===== src/rtl/cam_gen.sv =====
// cam_gen: synthetic OV7670-style camera source producing one RGB444 frame
//   per start request (VSYNC, HREF, two bytes per pixel).
// Latency: start sampled at an edge gives VSYNC/busy high from that same edge.
// Backpressure: none; the bus free-runs once a frame starts, like a real sensor.
//
// Ports:
//   CAM_pclk     pixel clock, all logic on posedge
//   rst          synchronous active-low reset (immediate abort, even mid-line)
//   start        level; sampled in IDLE and in the last VFRONT cycle
//   mode[1:0]    pattern select, latched at frame start
//   color[11:0]  solid colour {R,G,B} for mode 0, latched at frame start
//   CAM_vsync    frame sync, active high
//   CAM_href     line valid, active high
//   CAM_px_data  pixel byte, 0 whenever CAM_href is low
//   busy         high from frame start to frame end
//   frame_done   one-cycle pulse during the last cycle of the front porch
//
// Optional feature macro: CAM_GEN_ANIM_EN adds a 4-bit frame counter that is
// added (mod 16) to the R nibble of every pixel, so successive frames move.
module cam_gen #(
  parameter int H_PIX     = 160,
  parameter int V_LINES   = 120,
  parameter int H_BLANK   = 16,
  parameter int VSYNC_LEN = 3,
  parameter int V_BACK    = 2,
  parameter int V_FRONT   = 2
) (
  input  logic        CAM_pclk,
  input  logic        rst,
  input  logic        start,
  input  logic [1:0]  mode,
  input  logic [11:0] color,
  output logic        CAM_vsync,
  output logic        CAM_href,
  output logic [7:0]  CAM_px_data,
  output logic        busy,
  output logic        frame_done
);

  localparam int LINE_LEN = 2 * H_PIX + H_BLANK;
  localparam int CW       = $clog2(LINE_LEN);
  localparam int LMAX_A   = (VSYNC_LEN > V_BACK) ? VSYNC_LEN : V_BACK;
  localparam int LMAX_B   = (V_LINES > V_FRONT) ? V_LINES : V_FRONT;
  localparam int LMAX     = (LMAX_A > LMAX_B) ? LMAX_A : LMAX_B;
  localparam int LW       = $clog2(LMAX + 1);

  localparam logic [CW-1:0] COL_LAST = CW'(LINE_LEN - 1);
  localparam logic [CW-1:0] COL_HREF = CW'(2 * H_PIX);

  typedef enum logic [2:0] {
    S_IDLE,
    S_VSYNC,
    S_VBACK,
    S_ACTIVE,
    S_VFRONT
  } state_t;

  state_t       st_q, st_nxt;
  logic [CW-1:0] col_q, col_nxt;
  logic [LW-1:0] line_q, line_nxt;
  logic [1:0]   mode_q, mode_nxt;
  logic [11:0]  color_q, color_nxt;
  logic         frame_end;

  // Index of the last line of each counted state.
  function automatic logic [LW-1:0] last_line(input state_t s);
    case (s)
      S_VSYNC:  return LW'(VSYNC_LEN - 1);
      S_VBACK:  return LW'(V_BACK - 1);
      S_ACTIVE: return LW'(V_LINES - 1);
      S_VFRONT: return LW'(V_FRONT - 1);
      default:  return '0;
    endcase
  endfunction

  // Next-state and counter logic. Outputs are derived from these next values
  // and then registered, so every output lines up with the state it belongs to.
  always_comb begin
    st_nxt    = st_q;
    col_nxt   = col_q;
    line_nxt  = line_q;
    mode_nxt  = mode_q;
    color_nxt = color_q;
    frame_end = 1'b0;
    if (st_q == S_IDLE) begin
      if (start) begin
        st_nxt    = S_VSYNC;
        col_nxt   = '0;
        line_nxt  = '0;
        mode_nxt  = mode;
        color_nxt = color;
      end
    end else if (col_q != COL_LAST) begin
      col_nxt = col_q + 1'b1;
    end else begin
      col_nxt = '0;
      if (line_q != last_line(st_q)) begin
        line_nxt = line_q + 1'b1;
      end else begin
        line_nxt = '0;
        case (st_q)
          S_VSYNC:  st_nxt = S_VBACK;
          S_VBACK:  st_nxt = S_ACTIVE;
          S_ACTIVE: st_nxt = S_VFRONT;
          S_VFRONT: begin
            frame_end = 1'b1;
            if (start) begin
              // Back-to-back frame: controls are re-latched here too.
              st_nxt    = S_VSYNC;
              mode_nxt  = mode;
              color_nxt = color;
            end else begin
              st_nxt = S_IDLE;
            end
          end
          default:  st_nxt = S_IDLE;
        endcase
      end
    end
  end

`ifdef CAM_GEN_ANIM_EN
  logic [3:0] anim_q;
  always_ff @(posedge CAM_pclk) begin
    if (!rst) begin
      anim_q <= 4'h0;
    end else if (frame_end) begin
      anim_q <= anim_q + 4'h1;
    end
  end
`endif

  // Pixel generation for the upcoming cycle.
  logic [14:0] px_x, px_y;
  logic [11:0] idx_lo;
  logic [16:0] x4;
  logic [3:0]  r, g, b, r_out;
  logic        href_nxt, vsync_nxt, done_nxt;
  logic [7:0]  data_nxt;

  always_comb begin
    px_x   = 15'(col_nxt >> 1);
    px_y   = 15'(line_nxt);
    // Full linear index is 15 bits; mode 3 only shows its low 12 bits.
    idx_lo = 12'(px_y * 15'(H_PIX) + px_x);
    x4     = {px_x, 2'b00};
    r = 4'h0;
    g = 4'h0;
    b = 4'h0;
    case (mode_nxt)
      2'd0: {r, g, b} = color_nxt;
      2'd1: begin
        r = px_x[3:0];
        g = px_y[3:0];
        b = px_x[7:4];
      end
      2'd2: begin
        // Quadrant = x*4/H_PIX, done as compares against multiples of H_PIX.
        if (x4 < 17'(H_PIX))          {r, g, b} = 12'hF00;
        else if (x4 < 17'(2 * H_PIX)) {r, g, b} = 12'h0F0;
        else if (x4 < 17'(3 * H_PIX)) {r, g, b} = 12'h00F;
        else                          {r, g, b} = 12'hFFF;
      end
      default: {r, g, b} = idx_lo;
    endcase
`ifdef CAM_GEN_ANIM_EN
    r_out = r + anim_q;
`else
    r_out = r;
`endif
    vsync_nxt = (st_nxt == S_VSYNC);
    href_nxt  = (st_nxt == S_ACTIVE) && (col_nxt < COL_HREF);
    data_nxt  = 8'h00;
    if (href_nxt) begin
      data_nxt = col_nxt[0] ? {g, b} : {4'h0, r_out};
    end
    done_nxt = (st_nxt == S_VFRONT) && (col_nxt == COL_LAST) &&
               (line_nxt == last_line(S_VFRONT));
  end

  always_ff @(posedge CAM_pclk) begin
    if (!rst) begin
      st_q        <= S_IDLE;
      col_q       <= '0;
      line_q      <= '0;
      mode_q      <= 2'd0;
      color_q     <= 12'h000;
      CAM_vsync   <= 1'b0;
      CAM_href    <= 1'b0;
      CAM_px_data <= 8'h00;
      busy        <= 1'b0;
      frame_done  <= 1'b0;
    end else begin
      st_q        <= st_nxt;
      col_q       <= col_nxt;
      line_q      <= line_nxt;
      mode_q      <= mode_nxt;
      color_q     <= color_nxt;
      CAM_vsync   <= vsync_nxt;
      CAM_href    <= href_nxt;
      CAM_px_data <= data_nxt;
      busy        <= (st_nxt != S_IDLE);
      frame_done  <= done_nxt;
    end
  end

endmodule


===== config.mk =====
export PLATFORM = sky130hd
export DESIGN_NAME = cam_gen
export DESIGN_NICKNAME = d
export VERILOG_FILES = /design/src/rtl/cam_gen.sv
export SDC_FILE = /design/constraint.sdc
export NUM_CORES = 1
export LEC_CHECK = 0
export ABC_AREA = 1
export CELL_PAD_IN_SITES_DETAIL_PLACEMENT = 2
export CELL_PAD_IN_SITES_GLOBAL_PLACEMENT = 2
export CORE_MARGIN = 4
export CORE_UTILIZATION = 32
export DETAILED_ROUTE_END_ITERATION = 10
export PLACE_DENSITY_LB_ADDON = 0.1
export SYNTH_ARGS = -nofsm -noshare
export SYNTH_HDL_FRONTEND = slang
export SYNTH_SLANG_ARGS = --single-unit
export TNS_END_PERCENT = 1

===== constraint.sdc =====
create_clock -name CAM_pclk -period 4.7 [get_ports CAM_pclk]
set_clock_uncertainty 0.1 [all_clocks]
set_input_delay 0.94 -clock CAM_pclk [delete_from_list [all_inputs] [get_ports CAM_pclk]]
set_output_delay 0.94 -clock CAM_pclk [all_outputs]
set_load 0.005 [all_outputs]

==> reports/metrics.yaml <==
run_status:
  status: "complete, no violations"
worst_setup_path:
  critical_path_class: "reg2reg"
  cp-start-kind: "flip-flop"
  cp_data_arrival_time_ns: 4.23
  cp_max_fo: 6
  rr_worst_depth: 19
  required_ns: 4.84
  critPathCaptureType: "flip-flop"
synthesis:
  yosysTopAreaCell: "dfxtp_1"
  synth_xor_area_share_pct: 2.76
  synth_top_area_share_pct: 28.4
  yosysMostFrequentCell: "nand2_1"
  synth_top_family_by_area: "simple AND/OR/NAND/NOR gates"
  synth_compound_area_share_pct: 11.9
  yosysSeqAreaShare_pct: 28.4
  synthSimpleGateAreaFrac_pct: 37.4
  synth_common_cells: "113 x nand2_1, 67 x inv_1, 56 x nor2_1"
  synthDistinctLibCells: 39
  ys_ff_latch: 45
  synthFlopType: "dfxtp_1"
  yosys.area_share.adder_pct: 5.99
  yosysWarnings: 0
  syn_avg_cell_area_um2: 6.53
  synth_edf_count: 0
  async_reset_ff_share_pct: 0
  syn-num-nets: 517
  syn-instance-count: 486
  muxShareOfSynthArea_pct: 2.52
  synth_area_leaders: "dfxtp_1 28%, nand2_1 13%, inv_1 7.9%, nand3_1 7.3%, nor2_1 6.6%"
  synthesis.area_mm2: 0.00317
detailed_routing:
  detail-route-antenna-nets: 0
  route.detailed.drc: 0
  finalWirelength_um: 11200
  drt_iter0_drc: 89
  avgViaCountPerCell: 5.06
  dr.pass1.iters: 4
  vias: 3298
  wl_per_cell_um: 17.2
timing:
  slew_violations: 0
  fin_crit_ns: 4.09
  rsz0062_at_grt: "false"
  fin_crit_sh_pct: 87.1
  max_freq_mhz: 244
  final-setup-viol-count: 0
  hold_viol_final: 0
  relSlewSlack_pct: 60.7
  hold_slack_ns: 0.418
  final.setup.worst_slack_ns: 0.607
  finalSetupTns_ns: 0
  worstMarginPinSlew_ns: 0.584
clock_tree:
  numCtsBuffers: 5
  cts_root_buffer: "clkbuf_8"
  clk_pin_slew_worst_paths_ns: 0.09
  cts-resized-gates: 0
  hold_buffers: 0
  clk_latency_ns: 0.30
  cts_tree: "done"
  cts_sinks: 45
  clk_path_buf_depth: 2
  htreeDepth: 2
  post-cts-setup-buffers: 0
power:
  powerDensity_mw_per_mm2: 224
  ir_drop_v: 0.000108
  p_leak_nw: 1.74
worst_hold_path:
  whs_path_depth: 2
  holdCritPathClass: "reg2reg"
global_routing:
  grt_pass1_vias: 3524
  grt_usage_pct: 20.3
  antenna_found_initial: 0
  grt_max_degree: 36
  grt_pass1_wl_um: 18400
  overflow: 0
die:
  io_pins: 29
  die_area_mm2: 0.0116
  dieWidth_um: 108
  core_mm2: 0.00973
  dieHeight_um: 108
  std_cell_rows: 36
  initial_core_util_pct: 32.6
run:
  cap_viol_max_count: 0
placed_design:
  gp_congestion: 0.824
  pre_cts_slack_ns: 0.334
  io_buffers: 28
  place_inst: 644
  dp_hpwl_um: 9150
  place_area_mm2: 0.00361
cells_and_area:
  drive_gt1_share_pct: 8.86
  area.sequential_um2: 901
  fin_cells: 652
  multi_input_area_mm2: 0.00192
  area_growth_pct: 16.9
  antenna_cells: 0
  fin_nets: 549
  postLayoutCellArea_mm2: 0.00371
  fill_cells: 1219
area by class of cell:
cell class | count | area share [%]
Multi-Input combinational cell | 356 | 51.8
Clock inverter | 1 | 0.135
Timing Repair Buffer | 35 | 8.97
Clock buffer | 7 | 2.60
Sequential cell | 45 | 24.3
Tap cell | 133 | 4.48
Inverter | 75 | 7.79
worst paths after layout:
| kind | startpoint | endpoint | slack [ns] |
|---|---|---|---|
| worst min-delay path | color_q[10]$_SDFF_PN0_ | color_q[10]$_SDFF_PN0_ | 0.42 |
| worst min register to register | color_q[10]$_SDFF_PN0_ | color_q[10]$_SDFF_PN0_ | 0.42 |
| worst max register to register | col_q[0]$_SDFF_PN0_ | CAM_px_data[3]$_SDFF_PN0_ | 0.61 |
| worst max-delay path | col_q[0]$_SDFF_PN0_ | CAM_px_data[3]$_SDFF_PN0_ | 0.61 |
power breakdown:
group          internal (mW)  switching, mW
clock network          0.133          0.138
registers              0.393        0.00771
logic                 0.0568          0.102
total                  0.583          0.248
through the flow:
| stage | utilization, % | total power [mW] |
|---|---|---|
| after floorplan | - | 0.513 |
| after global placement | 37.1 | 0.563 |
| after detailed placement | 37.1 | 0.569 |
| after CTS | 38.2 | 0.841 |
| after global routing | 38.2 | 0.874 |
| final | 38.2 | 0.831 |
state kept, by name, indices dropped and copies added, names as in the netlist:
name and count:
frame_done 1, st_q 3, CAM_href 1, color_q 12, line_q 7, mode_q 2, CAM_vsync 1, col_q 9
CAM_px_data 8, busy 1
worst max-delay path: stages, from the launching register on:
cell     delay (ns)
dfxtp_1        0.39
ha_1           0.29
nand3_1        0.16
nor2_1         0.35
nor2_1         0.17
o21ai_0        0.27
nand2_1        0.23
ha_1           0.33
ha_1           0.23
fa_1           0.55
inv_1          0.06
nor3_1         0.26
nand3_1        0.11
nand2_1        0.09
inv_1          0.05
nand2_1        0.07
nand3_1        0.07
nand2_1        0.08
nand2_1        0.04
a21oi_1        0.13
routing by layer:
layer | up-vias | track usage [%] | part of all wire [%]
li1 | 1630 | - | -
met1 | 1623 | 26.1 | 46
met2 | 34 | 35.6 | 49
met3 | 11 | 3.12 | 3.1
met4 | 0 | 4.69 | 1.2
met5 | - | 0 | 0
cell families after synthesis:
group | Yosys count
simple gates | 255
compound gates | 69
xor+xnor | 10
flops | 45
fa+ha+maj | 14
buf+inv | 85
mux | 8
layout by cell type, fill, tap and decap left out, drive strengths merged, types with 3 or more instances in the layout:
cell type / netlist / layout
a21oi: 24 / 24
buf: 4 / 7
clkbuf: 6 / 7
clkdlybuf4s50: 0 / 28
dfxtp: 45 / 45
ha: 12 / 12
inv: 74 / 74
mux2i: 8 / 8
nand2: 123 / 123
nand3: 50 / 50
nand4: 12 / 12
nor2: 61 / 61
nor4: 3 / 3
o211ai: 3 / 3
o21ai: 32 / 32
o21bai: 3 / 3
o22ai: 4 / 4
xor2: 9 / 9
(Power assumes the default switching activity.)
